`src/rtl/seq_alu_pkg.sv`:
```
// -----------------------------------------------------------------------------
// seq_alu_pkg
//   Shared definitions for the sequential ALU:
//     - Aluc opcode encodings (OP_ADD .. OP_MUL)
//     - FSM state encoding (2-bit: IDLE, SHIFT, MUL, DONE)
//     - is_shift() helper used when deciding whether an opcode takes the
//       iterative shift path
// -----------------------------------------------------------------------------
package seq_alu_pkg;

    localparam logic [2:0] OP_ADD = 3'b000;
    localparam logic [2:0] OP_SUB = 3'b001;
    localparam logic [2:0] OP_AND = 3'b010;
    localparam logic [2:0] OP_OR  = 3'b011;
    localparam logic [2:0] OP_SLL = 3'b100;
    localparam logic [2:0] OP_SRL = 3'b101;
    localparam logic [2:0] OP_SRA = 3'b110;
    localparam logic [2:0] OP_MUL = 3'b111;

    typedef enum logic [1:0] {
        IDLE  = 2'd0,
        SHIFT = 2'd1,
        MUL   = 2'd2,
        DONE  = 2'd3
    } state_t;

    function automatic logic is_shift(input logic [2:0] op);
        return (op == OP_SLL) || (op == OP_SRL) || (op == OP_SRA);
    endfunction

endpackage

```
`src/rtl/seq_alu_if.sv`:
```
// -----------------------------------------------------------------------------
// seq_alu_if
//   Request/response bundle of the sequential ALU.
//   Request side : in_valid, in_ready, X, Y, Aluc
//   Response side: out_valid, out_ready, R, Z, N, C, V
//   modport master : the issuing stage (drives requests, consumes results)
//   modport slave  : the ALU itself
// -----------------------------------------------------------------------------
interface seq_alu_if #(
    parameter int WIDTH = 32
);
    logic             in_valid;
    logic             in_ready;
    logic [WIDTH-1:0] X;
    logic [WIDTH-1:0] Y;
    logic [2:0]       Aluc;
    logic             out_valid;
    logic             out_ready;
    logic [WIDTH-1:0] R;
    logic             Z;
    logic             N;
    logic             C;
    logic             V;

    modport master (
        output in_valid, X, Y, Aluc, out_ready,
        input  in_ready, out_valid, R, Z, N, C, V
    );

    modport slave (
        input  in_valid, X, Y, Aluc, out_ready,
        output in_ready, out_valid, R, Z, N, C, V
    );

endinterface

```
`src/rtl/seq_alu_addsub.sv`:
```
// -----------------------------------------------------------------------------
// seq_alu_addsub
//   Combinational WIDTH-bit adder/subtractor. Carries are resolved with full
//   lookahead inside each 4-bit group; group carries ripple between groups.
//   Subtraction is a + ~b + 1 (carry-in = sub).
//   Ports:
//     a, b  in  WIDTH  operands
//     sub   in  1      1 = subtract
//     sum   out WIDTH  result
//     cout  out 1      carry out of the MSB (for SUB: 1 = no borrow)
//     ovf   out 1      two's-complement overflow
// -----------------------------------------------------------------------------
module seq_alu_addsub #(
    parameter int WIDTH = 32
) (
    input  logic [WIDTH-1:0] a,
    input  logic [WIDTH-1:0] b,
    input  logic             sub,
    output logic [WIDTH-1:0] sum,
    output logic             cout,
    output logic             ovf
);
    localparam int NGRP = WIDTH / 4;

    logic [WIDTH-1:0] b_eff;
    logic [WIDTH-1:0] gen;
    logic [WIDTH-1:0] prop;
    logic [NGRP:0]    grp_carry;

    assign b_eff        = b ^ {WIDTH{sub}};
    assign gen          = a & b_eff;
    assign prop         = a ^ b_eff;
    assign grp_carry[0] = sub;

    genvar gi;
    generate
        for (gi = 0; gi < NGRP; gi++) begin : g_grp
            logic [3:0] g4;
            logic [3:0] p4;
            logic [4:0] c4;

            assign g4    = gen[4*gi +: 4];
            assign p4    = prop[4*gi +: 4];
            assign c4[0] = grp_carry[gi];
            assign c4[1] = g4[0] | (p4[0] & c4[0]);
            assign c4[2] = g4[1] | (p4[1] & g4[0]) | (p4[1] & p4[0] & c4[0]);
            assign c4[3] = g4[2] | (p4[2] & g4[1]) | (p4[2] & p4[1] & g4[0])
                         | (p4[2] & p4[1] & p4[0] & c4[0]);
            assign c4[4] = g4[3] | (p4[3] & g4[2]) | (p4[3] & p4[2] & g4[1])
                         | (p4[3] & p4[2] & p4[1] & g4[0])
                         | (p4[3] & p4[2] & p4[1] & p4[0] & c4[0]);

            assign sum[4*gi +: 4] = p4 ^ c4[3:0];
            assign grp_carry[gi+1] = c4[4];
        end
    endgenerate

    assign cout = grp_carry[NGRP];
    // Overflow: effective operands share a sign and the sum's sign differs.
    assign ovf  = (a[WIDTH-1] == b_eff[WIDTH-1]) && (sum[WIDTH-1] != a[WIDTH-1]);

endmodule

```
`src/rtl/seq_alu.sv`:
```
// -----------------------------------------------------------------------------
// seq_alu
//   Multi-cycle ALU with valid/ready handshakes on request and result.
//   ADD/SUB/AND/OR finish in one cycle, shifts move one bit per cycle, MUL is
//   an unsigned shift-add over WIDTH cycles. Result and NZCV flags are held
//   while the consumer stalls.
//   Ports:
//     clk    in  rising-edge clock
//     rst_n  in  asynchronous active-low reset
//     bus    seq_alu_if.slave: in_valid/in_ready/X/Y/Aluc request,
//            out_valid/out_ready/R/Z/N/C/V result
// -----------------------------------------------------------------------------
module seq_alu
    import seq_alu_pkg::*;
#(
    parameter int WIDTH = 32
) (
    input  logic     clk,
    input  logic     rst_n,
    seq_alu_if.slave bus
);
    localparam int SHW = $clog2(WIDTH);
    localparam int CW  = SHW + 1;   // counter must hold WIDTH for MUL

    state_t             state_reg;
    logic [2:0]         op_reg;
    logic [WIDTH-1:0]   work_reg;   // partial shift value, or MUL multiplicand
    logic [2*WIDTH-1:0] acc_reg;    // MUL {partial product, remaining multiplier}
    logic [CW-1:0]      cnt_reg;
    logic [WIDTH-1:0]   r_reg;
    logic               z_reg;
    logic               n_reg;
    logic               c_reg;
    logic               v_reg;
    logic               out_valid_reg;

    logic               in_ready;
    logic               accept;
    logic               in_mul;
    logic [SHW-1:0]     shift_amt;

    // ---------------------------------------------------------------- adder
    logic [WIDTH-1:0]   add_a;
    logic [WIDTH-1:0]   add_b;
    logic               add_sub;
    logic [WIDTH-1:0]   add_sum;
    logic               add_cout;
    logic               add_ovf;

    // Outside MUL the adder serves the incoming request; during MUL it adds
    // the multiplicand into the upper accumulator half.
    assign in_mul  = (state_reg == MUL);
    assign add_a   = in_mul ? acc_reg[2*WIDTH-1:WIDTH] : bus.X;
    assign add_b   = in_mul ? work_reg : bus.Y;
    assign add_sub = !in_mul && (bus.Aluc == OP_SUB);

    seq_alu_addsub #(.WIDTH(WIDTH)) u_addsub (
        .a    (add_a),
        .b    (add_b),
        .sub  (add_sub),
        .sum  (add_sum),
        .cout (add_cout),
        .ovf  (add_ovf)
    );

    // ------------------------------------------------------------ MUL step
    // Conditionally add the multiplicand to the high half, then shift the
    // whole accumulator right; the adder's carry becomes the new top bit.
    logic [WIDTH:0]     mul_hi;
    logic [2*WIDTH-1:0] acc_step;

    assign mul_hi   = acc_reg[0] ? {add_cout, add_sum} : {1'b0, acc_reg[2*WIDTH-1:WIDTH]};
    assign acc_step = {mul_hi, acc_reg[WIDTH-1:1]};

    // ---------------------------------------------------------- shift step
    // One-bit shift of either the incoming operand (first bit is shifted on
    // the accept cycle) or the in-progress value.
    logic [WIDTH-1:0]   shift_src;
    logic [2:0]         shift_op;
    logic [WIDTH-1:0]   shift_val;
    logic               shift_bit;

    always_comb begin
        shift_src = (state_reg == SHIFT) ? work_reg : bus.X;
        shift_op  = (state_reg == SHIFT) ? op_reg   : bus.Aluc;
        shift_val = shift_src;
        shift_bit = 1'b0;
        case (shift_op)
            OP_SLL: begin
                shift_val = {shift_src[WIDTH-2:0], 1'b0};
                shift_bit = shift_src[WIDTH-1];
            end
            OP_SRL: begin
                shift_val = {1'b0, shift_src[WIDTH-1:1]};
                shift_bit = shift_src[0];
            end
            OP_SRA: begin
                shift_val = {shift_src[WIDTH-1], shift_src[WIDTH-1:1]};
                shift_bit = shift_src[0];
            end
            default: ;
        endcase
    end

    // ----------------------------------------------------------- handshake
    assign in_ready  = (state_reg == IDLE) || ((state_reg == DONE) && bus.out_ready);
    assign accept    = bus.in_valid && in_ready;
    assign shift_amt = bus.Y[SHW-1:0];

    logic start_mul;
    logic start_long_shift;
    logic res_load;

    assign start_mul        = (bus.Aluc == OP_MUL);
    // Shifts of 0 or 1 bit finish on the accept cycle itself.
    assign start_long_shift = is_shift(bus.Aluc) && (shift_amt > SHW'(1));
    assign res_load = (accept && !start_mul && !start_long_shift)
                   || (((state_reg == SHIFT) || in_mul) && (cnt_reg == CW'(1)));

    // ------------------------------------------------------- result select
    // Value and C/V that would be written if a result is produced this cycle.
    logic [WIDTH-1:0] res_val;
    logic             res_c;
    logic             res_v;

    always_comb begin
        res_val = '0;
        res_c   = 1'b0;
        res_v   = 1'b0;
        case (state_reg)
            SHIFT: begin
                res_val = shift_val;
                res_c   = shift_bit;
            end
            MUL: begin
                res_val = acc_step[WIDTH-1:0];
                res_v   = |acc_step[2*WIDTH-1:WIDTH];
            end
            default: begin
                case (bus.Aluc)
                    OP_ADD, OP_SUB: begin
                        res_val = add_sum;
                        res_c   = add_cout;
                        res_v   = add_ovf;
                    end
                    OP_AND:  res_val = bus.X & bus.Y;
                    OP_OR:   res_val = bus.X | bus.Y;
                    OP_MUL:  res_val = '0;
                    default: begin
                        if (shift_amt == '0) begin
                            res_val = bus.X;
                        end else begin
                            res_val = shift_val;
                            res_c   = shift_bit;
                        end
                    end
                endcase
            end
        endcase
    end

    // ------------------------------------------------------------------ FSM
    always_ff @(posedge clk or negedge rst_n) begin
        if (!rst_n) begin
            state_reg     <= IDLE;
            op_reg        <= OP_ADD;
            work_reg      <= '0;
            acc_reg       <= '0;
            cnt_reg       <= '0;
            r_reg         <= '0;
            z_reg         <= 1'b0;
            n_reg         <= 1'b0;
            c_reg         <= 1'b0;
            v_reg         <= 1'b0;
            out_valid_reg <= 1'b0;
        end else begin
            case (state_reg)
                IDLE: ;
                SHIFT: begin
                    work_reg <= shift_val;
                    cnt_reg  <= cnt_reg - CW'(1);
                end
                MUL: begin
                    acc_reg <= acc_step;
                    cnt_reg <= cnt_reg - CW'(1);
                end
                DONE: begin
                    if (bus.out_ready) begin
                        out_valid_reg <= 1'b0;
                        state_reg     <= IDLE;
                    end
                end
                default: state_reg <= IDLE;
            endcase

            // A new request overrides the DONE->IDLE step taken above.
            if (accept) begin
                op_reg <= bus.Aluc;
                if (start_mul) begin
                    work_reg  <= bus.X;
                    acc_reg   <= {{WIDTH{1'b0}}, bus.Y};
                    cnt_reg   <= CW'(WIDTH);
                    state_reg <= MUL;
                end else if (start_long_shift) begin
                    work_reg  <= shift_val;
                    cnt_reg   <= CW'(shift_amt) - CW'(1);
                    state_reg <= SHIFT;
                end
            end

            if (res_load) begin
                r_reg         <= res_val;
                z_reg         <= (res_val == '0);
                n_reg         <= res_val[WIDTH-1];
                c_reg         <= res_c;
                v_reg         <= res_v;
                out_valid_reg <= 1'b1;
                state_reg     <= DONE;
            end
        end
    end

    assign bus.in_ready  = in_ready;
    assign bus.out_valid = out_valid_reg;
    assign bus.R         = r_reg;
    assign bus.Z         = z_reg;
    assign bus.N         = n_reg;
    assign bus.C         = c_reg;
    assign bus.V         = v_reg;

endmodule

```
`src/flat_wrapper.sv`:
```
// flat-port wrapper written by rule: the top's interface ports become plain ports
module seq_alu_flat import seq_alu_pkg::*;
#(
    parameter int WIDTH = 32
)
  (clk, rst_n, bus_in_valid, bus_X, bus_Y, bus_Aluc, bus_out_ready, bus_in_ready, bus_out_valid, bus_R, bus_Z, bus_N, bus_C, bus_V);
  seq_alu_if #(.WIDTH(WIDTH)) bus_i ();
  input  logic clk;
  input  logic rst_n;
  input wire logic [$bits(bus_i.in_valid)-1:0] bus_in_valid;
  input wire logic [$bits(bus_i.X)-1:0] bus_X;
  input wire logic [$bits(bus_i.Y)-1:0] bus_Y;
  input wire logic [$bits(bus_i.Aluc)-1:0] bus_Aluc;
  input wire logic [$bits(bus_i.out_ready)-1:0] bus_out_ready;
  output wire logic [$bits(bus_i.in_ready)-1:0] bus_in_ready;
  output wire logic [$bits(bus_i.out_valid)-1:0] bus_out_valid;
  output wire logic [$bits(bus_i.R)-1:0] bus_R;
  output wire logic [$bits(bus_i.Z)-1:0] bus_Z;
  output wire logic [$bits(bus_i.N)-1:0] bus_N;
  output wire logic [$bits(bus_i.C)-1:0] bus_C;
  output wire logic [$bits(bus_i.V)-1:0] bus_V;
  assign bus_i.in_valid = bus_in_valid;
  assign bus_i.X = bus_X;
  assign bus_i.Y = bus_Y;
  assign bus_i.Aluc = bus_Aluc;
  assign bus_i.out_ready = bus_out_ready;
  assign bus_in_ready = bus_i.in_ready;
  assign bus_out_valid = bus_i.out_valid;
  assign bus_R = bus_i.R;
  assign bus_Z = bus_i.Z;
  assign bus_N = bus_i.N;
  assign bus_C = bus_i.C;
  assign bus_V = bus_i.V;
  seq_alu #(.WIDTH(WIDTH)) u_core (.clk(clk), .rst_n(rst_n), .bus(bus_i));
endmodule
```
`config.mk`:
```
export PLATFORM = sky130hd
export DESIGN_NAME = seq_alu_flat
export DESIGN_NICKNAME = d
export VERILOG_FILES = /design/src/rtl/seq_alu_pkg.sv /design/src/rtl/seq_alu_if.sv /design/src/rtl/seq_alu_addsub.sv /design/src/rtl/seq_alu.sv /design/src/flat_wrapper.sv
export SDC_FILE = /design/constraint.sdc
export NUM_CORES = 1
export LEC_CHECK = 0
export BUFFER_PORTS_ARGS = -buffer_cell sky130_fd_sc_hd__buf_2
export CORE_MARGIN = 1
export CORE_UTILIZATION = 40
export CTS_BUF_LIST = sky130_fd_sc_hd__clkbuf_8
export DETAILED_ROUTE_END_ITERATION = 10
export HOLD_SLACK_MARGIN = 0.05
export PLACE_DENSITY = 0.65
export SYNTH_ARGS = -nofsm -noshare
export SYNTH_HDL_FRONTEND = slang
export SYNTH_SLANG_ARGS = --single-unit
```
`constraint.sdc`:
```
create_clock -name clk -period 9.2 [get_ports clk]
set_clock_uncertainty 0.05 [all_clocks]
set_input_delay 0 -clock clk [delete_from_list [all_inputs] [get_ports clk]]
set_output_delay 0 -clock clk [all_outputs]
set_load 0.01 [all_outputs]
```
==> flow_metrics.py <==
metrics = {
    "sta": {
        "setup_violations": 0,
        "period_share_pct": 84.4,
        "slew_headroom_pct": 15.4,
        "period_needed_ns": 7.76,
        "hold_viol": 0,
        "worst_slew_pin_slew_ns": 1.27,
        "rsz0062_at_grt": "false",
        "report.final.slew_viol_count": 0,
        "hold_slack_ns": 0.101,
        "setup_tns_ns": 0,
        "fmax_mhz": 129,
    },
    "logic_synthesis": {
        "synth-simple-area-share_pct": 17.4,
        "synth.distinct_cells": 91,
        "synth_top_family_by_area": "compound AO/OA/AOI/OAI gates",
        "synth_area_leader_cell": "dfrtp_1",
        "yosysSeqAreaShare_pct": 27.5,
        "ys_warn_count": 0,
        "async_flop_share_pct": 100,
        "synth_area_sq_um": 13000,
        "synth-edff-count": 0,
        "synthFlopType": "dfrtp_1",
        "synth-compound-area-share_pct": 25.5,
        "synthesis.nets": 1692,
        "synth_xor_area_share_pct": 3.91,
        "postSynthCellCount": 1573,
        "synthMuxAreaShare_pct": 12.8,
        "synth-seq-cells": 143,
        "synthAdderAreaFrac_pct": 7.07,
        "synth_top_area_share_pct": 27.5,
        "synthTopCellsByArea": "dfrtp_1, mux2i_1, nand2_1",
        "avgSynthCellArea_sq_um": 8.26,
    },
    "grt": {
        "grt_max_degree": 97,
        "grt_pass1_wl_microns": 78900,
        "track_usage_pct": 31.7,
        "antenna_found_initial": 2,
        "grt_overflow": 0,
        "grt_pass1_vias": 13000,
    },
    "cts": {
        "cts_tree": "built",
        "clk_pin_slew_worst_paths_ns": 0.10,
        "cts_made_buffers": 17,
        "cts_buffer_depth": 2,
        "cts-root-buf": "clkbuf_8",
        "cts_sinks": 143,
        "cts_resized": 0,
        "htreeDepth": 4,
        "clk_latency_ns": 0.50,
    },
    "critical_path": {
        "regToRegSetupSlack_ns": 1.44,
        "worstPathArrival_ns": 8.11,
        "cp_max_fo": 26,
        "worstPathRequired_ns": 9.54,
        "criticalPathCategory": "flop to flop",
        "endpoint_kind": "flop",
        "cp-start-kind": "flop",
    },
    "floorplanning": {
        "start_util_pct": 40.9,
        "io_pins": 109,
        "fp.dieW_microns": 182,
        "core_sq_um": 31800,
        "die_area_sq_um": 33200,
        "die_h_microns": 182,
        "num_rows": 65,
    },
    "route": {
        "vias": 13700,
        "wl_microns": 52900,
        "ant_nets": 0,
        "wl_per_cell_microns": 25.0,
        "first_pass_iters": 6,
        "viasPerCell": 6.48,
        "drc": 0,
        "drtIter0Drc": 1601,
    },
    "final_layout": {
        "post-route-cell-area_sq_um": 14900,
        "num-nets-final": 1785,
        "multi_input_area_sq_um": 8760,
        "largest_reg_flops": 64,
        "area_delta_synth_final_pct": 14.4,
        "fillers": 3129,
        "final-seq-area_sq_um": 3580,
        "drive_above_1_share_pct": 14.8,
        "diodes": 0,
    },
    "pwr": {
        "power_mw": 6.32,
        "leakage_nw": 5.99,
        "power.density_nw_per_um2": 425,
        "ir_worst_vdd_v": 0.000161,
    },
    "status": {
        "outcome": "finished clean",
    },
    "placed_design": {
        "dpl.hpwl_microns": 38700,
        "placed_cell_area_sq_um": 13800,
        "portBuffers": 108,
        "gp_congestion": 1.02,
    },
    "min_path": {
        "hold_class": "input port to async pin",
    },
    "run": {
        "cap_violations": 0,
    },
}
-- area by class of cell --
class                      instances  area share, %
multi-input combinational       1263           58.9
sequential                       143           24.1
timing repair buffer             198           9.37
tap                              435           3.66
clock buffer                      17           1.57
clock inverter                    15           1.31
inverter                          43           1.09
-- cell usage in the layout, fill, tap and decap left out, types with 8 or more instances in the layout --
| master | count |
|---|---|
| nand2_1 | 184 |
| nor2_1 | 143 |
| dfrtp_1 | 143 |
| mux2i_1 | 118 |
| o21ai_0 | 118 |
| buf_2 | 107 |
| a21oi_1 | 72 |
| dlygate4sd3_1 | 68 |
| xnor2_1 | 51 |
| mux2_2 | 43 |
| inv_1 | 43 |
| ha_1 | 37 |
| a211oi_1 | 34 |
| nor3_1 | 27 |
| o221ai_1 | 26 |
| nand3_1 | 25 |
| a31oi_1 | 22 |
| maj3_1 | 22 |
| buf_4 | 22 |
| a22oi_1 | 21 |
| a221oi_1 | 19 |
| o22ai_1 | 18 |
| and3_1 | 17 |
| clkbuf_8 | 17 |
| nand4_1 | 14 |
| o31ai_1 | 14 |
| a21boi_0 | 13 |
| o21a_1 | 11 |
| nor2b_1 | 11 |
| o32ai_1 | 11 |
| a21o_1 | 10 |
| a221o_1 | 9 |
| o211ai_1 | 9 |
| and2_1 | 8 |
| nand2b_1 | 8 |
| nor4_1 | 8 |
-- layer usage --
layer | track usage [%] | share of wire, %
met1 | 40.2 | 40
met2 | 50.5 | 45
met3 | 6.71 | 9.5
met4 | 17.1 | 5.6
met5 | 0 | 0.074
-- final timing paths --
check | start | end | cells after the start
worst max-delay path | u_core.state_reg[0] | u_core.bus.Z | 22
worst min-delay path | rst_n | u_core.acc_reg[48] | 2
worst max register to register | u_core.state_reg[0] | u_core.bus.Z | 22
worst min register to register | u_core.bus.out_valid | u_core.bus.out_valid | 2
max in group asynchronous | rst_n | u_core.acc_reg[8] | 3
min in group clk | bus_Aluc[0] | u_core.op_reg[0] | 4
-- through the flow --
stage          cells  setup slack [ns]  utilization, %
6_report        2114              1.44            46.7
4_1_cts         2114              1.72            46.7
2_1_floorplan   1573              2.74               -
5_1_grt         2114              1.18            46.7
3_3_place_gp    2014              1.78            43.3
3_5_place_dp    2014              1.76            43.3
-- worst max-delay path, cell delays in order, from the launching register on --
cell      delay [ns]
dfrtp_1         0.43
inv_1           0.16
ha_4            0.31
nor4b_2         1.00
buf_4           0.57
xnor2_1         0.14
ha_1            0.44
nand4_1         0.21
nor3_1          0.23
o21ai_1         0.21
nand2_1         0.20
inv_1           0.12
fa_1            0.65
nor3_1          0.07
a211oi_1        0.43
a22oi_1         0.15
o41ai_1         0.77
o2111a_1        0.34
and4bb_1        0.29
nand4_1         0.16
nor4_2          0.27
nand4_1         0.13
o41ai_2         0.28
-- power breakdown --
part	switching (mW)	internal (mW)
combinational	2.82	1.66
sequential	0.319	0.936
clock	0.290	0.295
-- cells by family (layout without fill, tap and decap cells) --
logic type | Yosys count | after routing
mux | 161 | 161
compound gates | 482 | 482
flops | 143 | 143
buf+inv | 167 | 273
simple gates | 488 | 488
xor+xnor | 58 | 58
fa+ha+maj | 74 | 74
-- cells in the mapped netlist (all sizes together), types with 17 or more instances --
cell / count
a211oi: 34
a21oi: 73
a221oi: 19
a22oi: 21
a31oi: 22
and3: 17
buf: 58
clkbuf: 66
dfrtp: 143
ha: 41
inv: 42
maj3: 26
mux2: 43
mux2i: 118
nand2: 185
nand3: 25
nor2: 146
nor3: 27
o21ai: 124
o221ai: 28
o22ai: 18
xnor2: 51
-- repair_timing --
item                                    CTS  global route
hold endpoints to repair                160             0
buffers inserted                          0             0
endpoints found under the setup margin    0             0
hold buffers                             68             0
No activity file was read; power rests on OpenSTA's default activity.
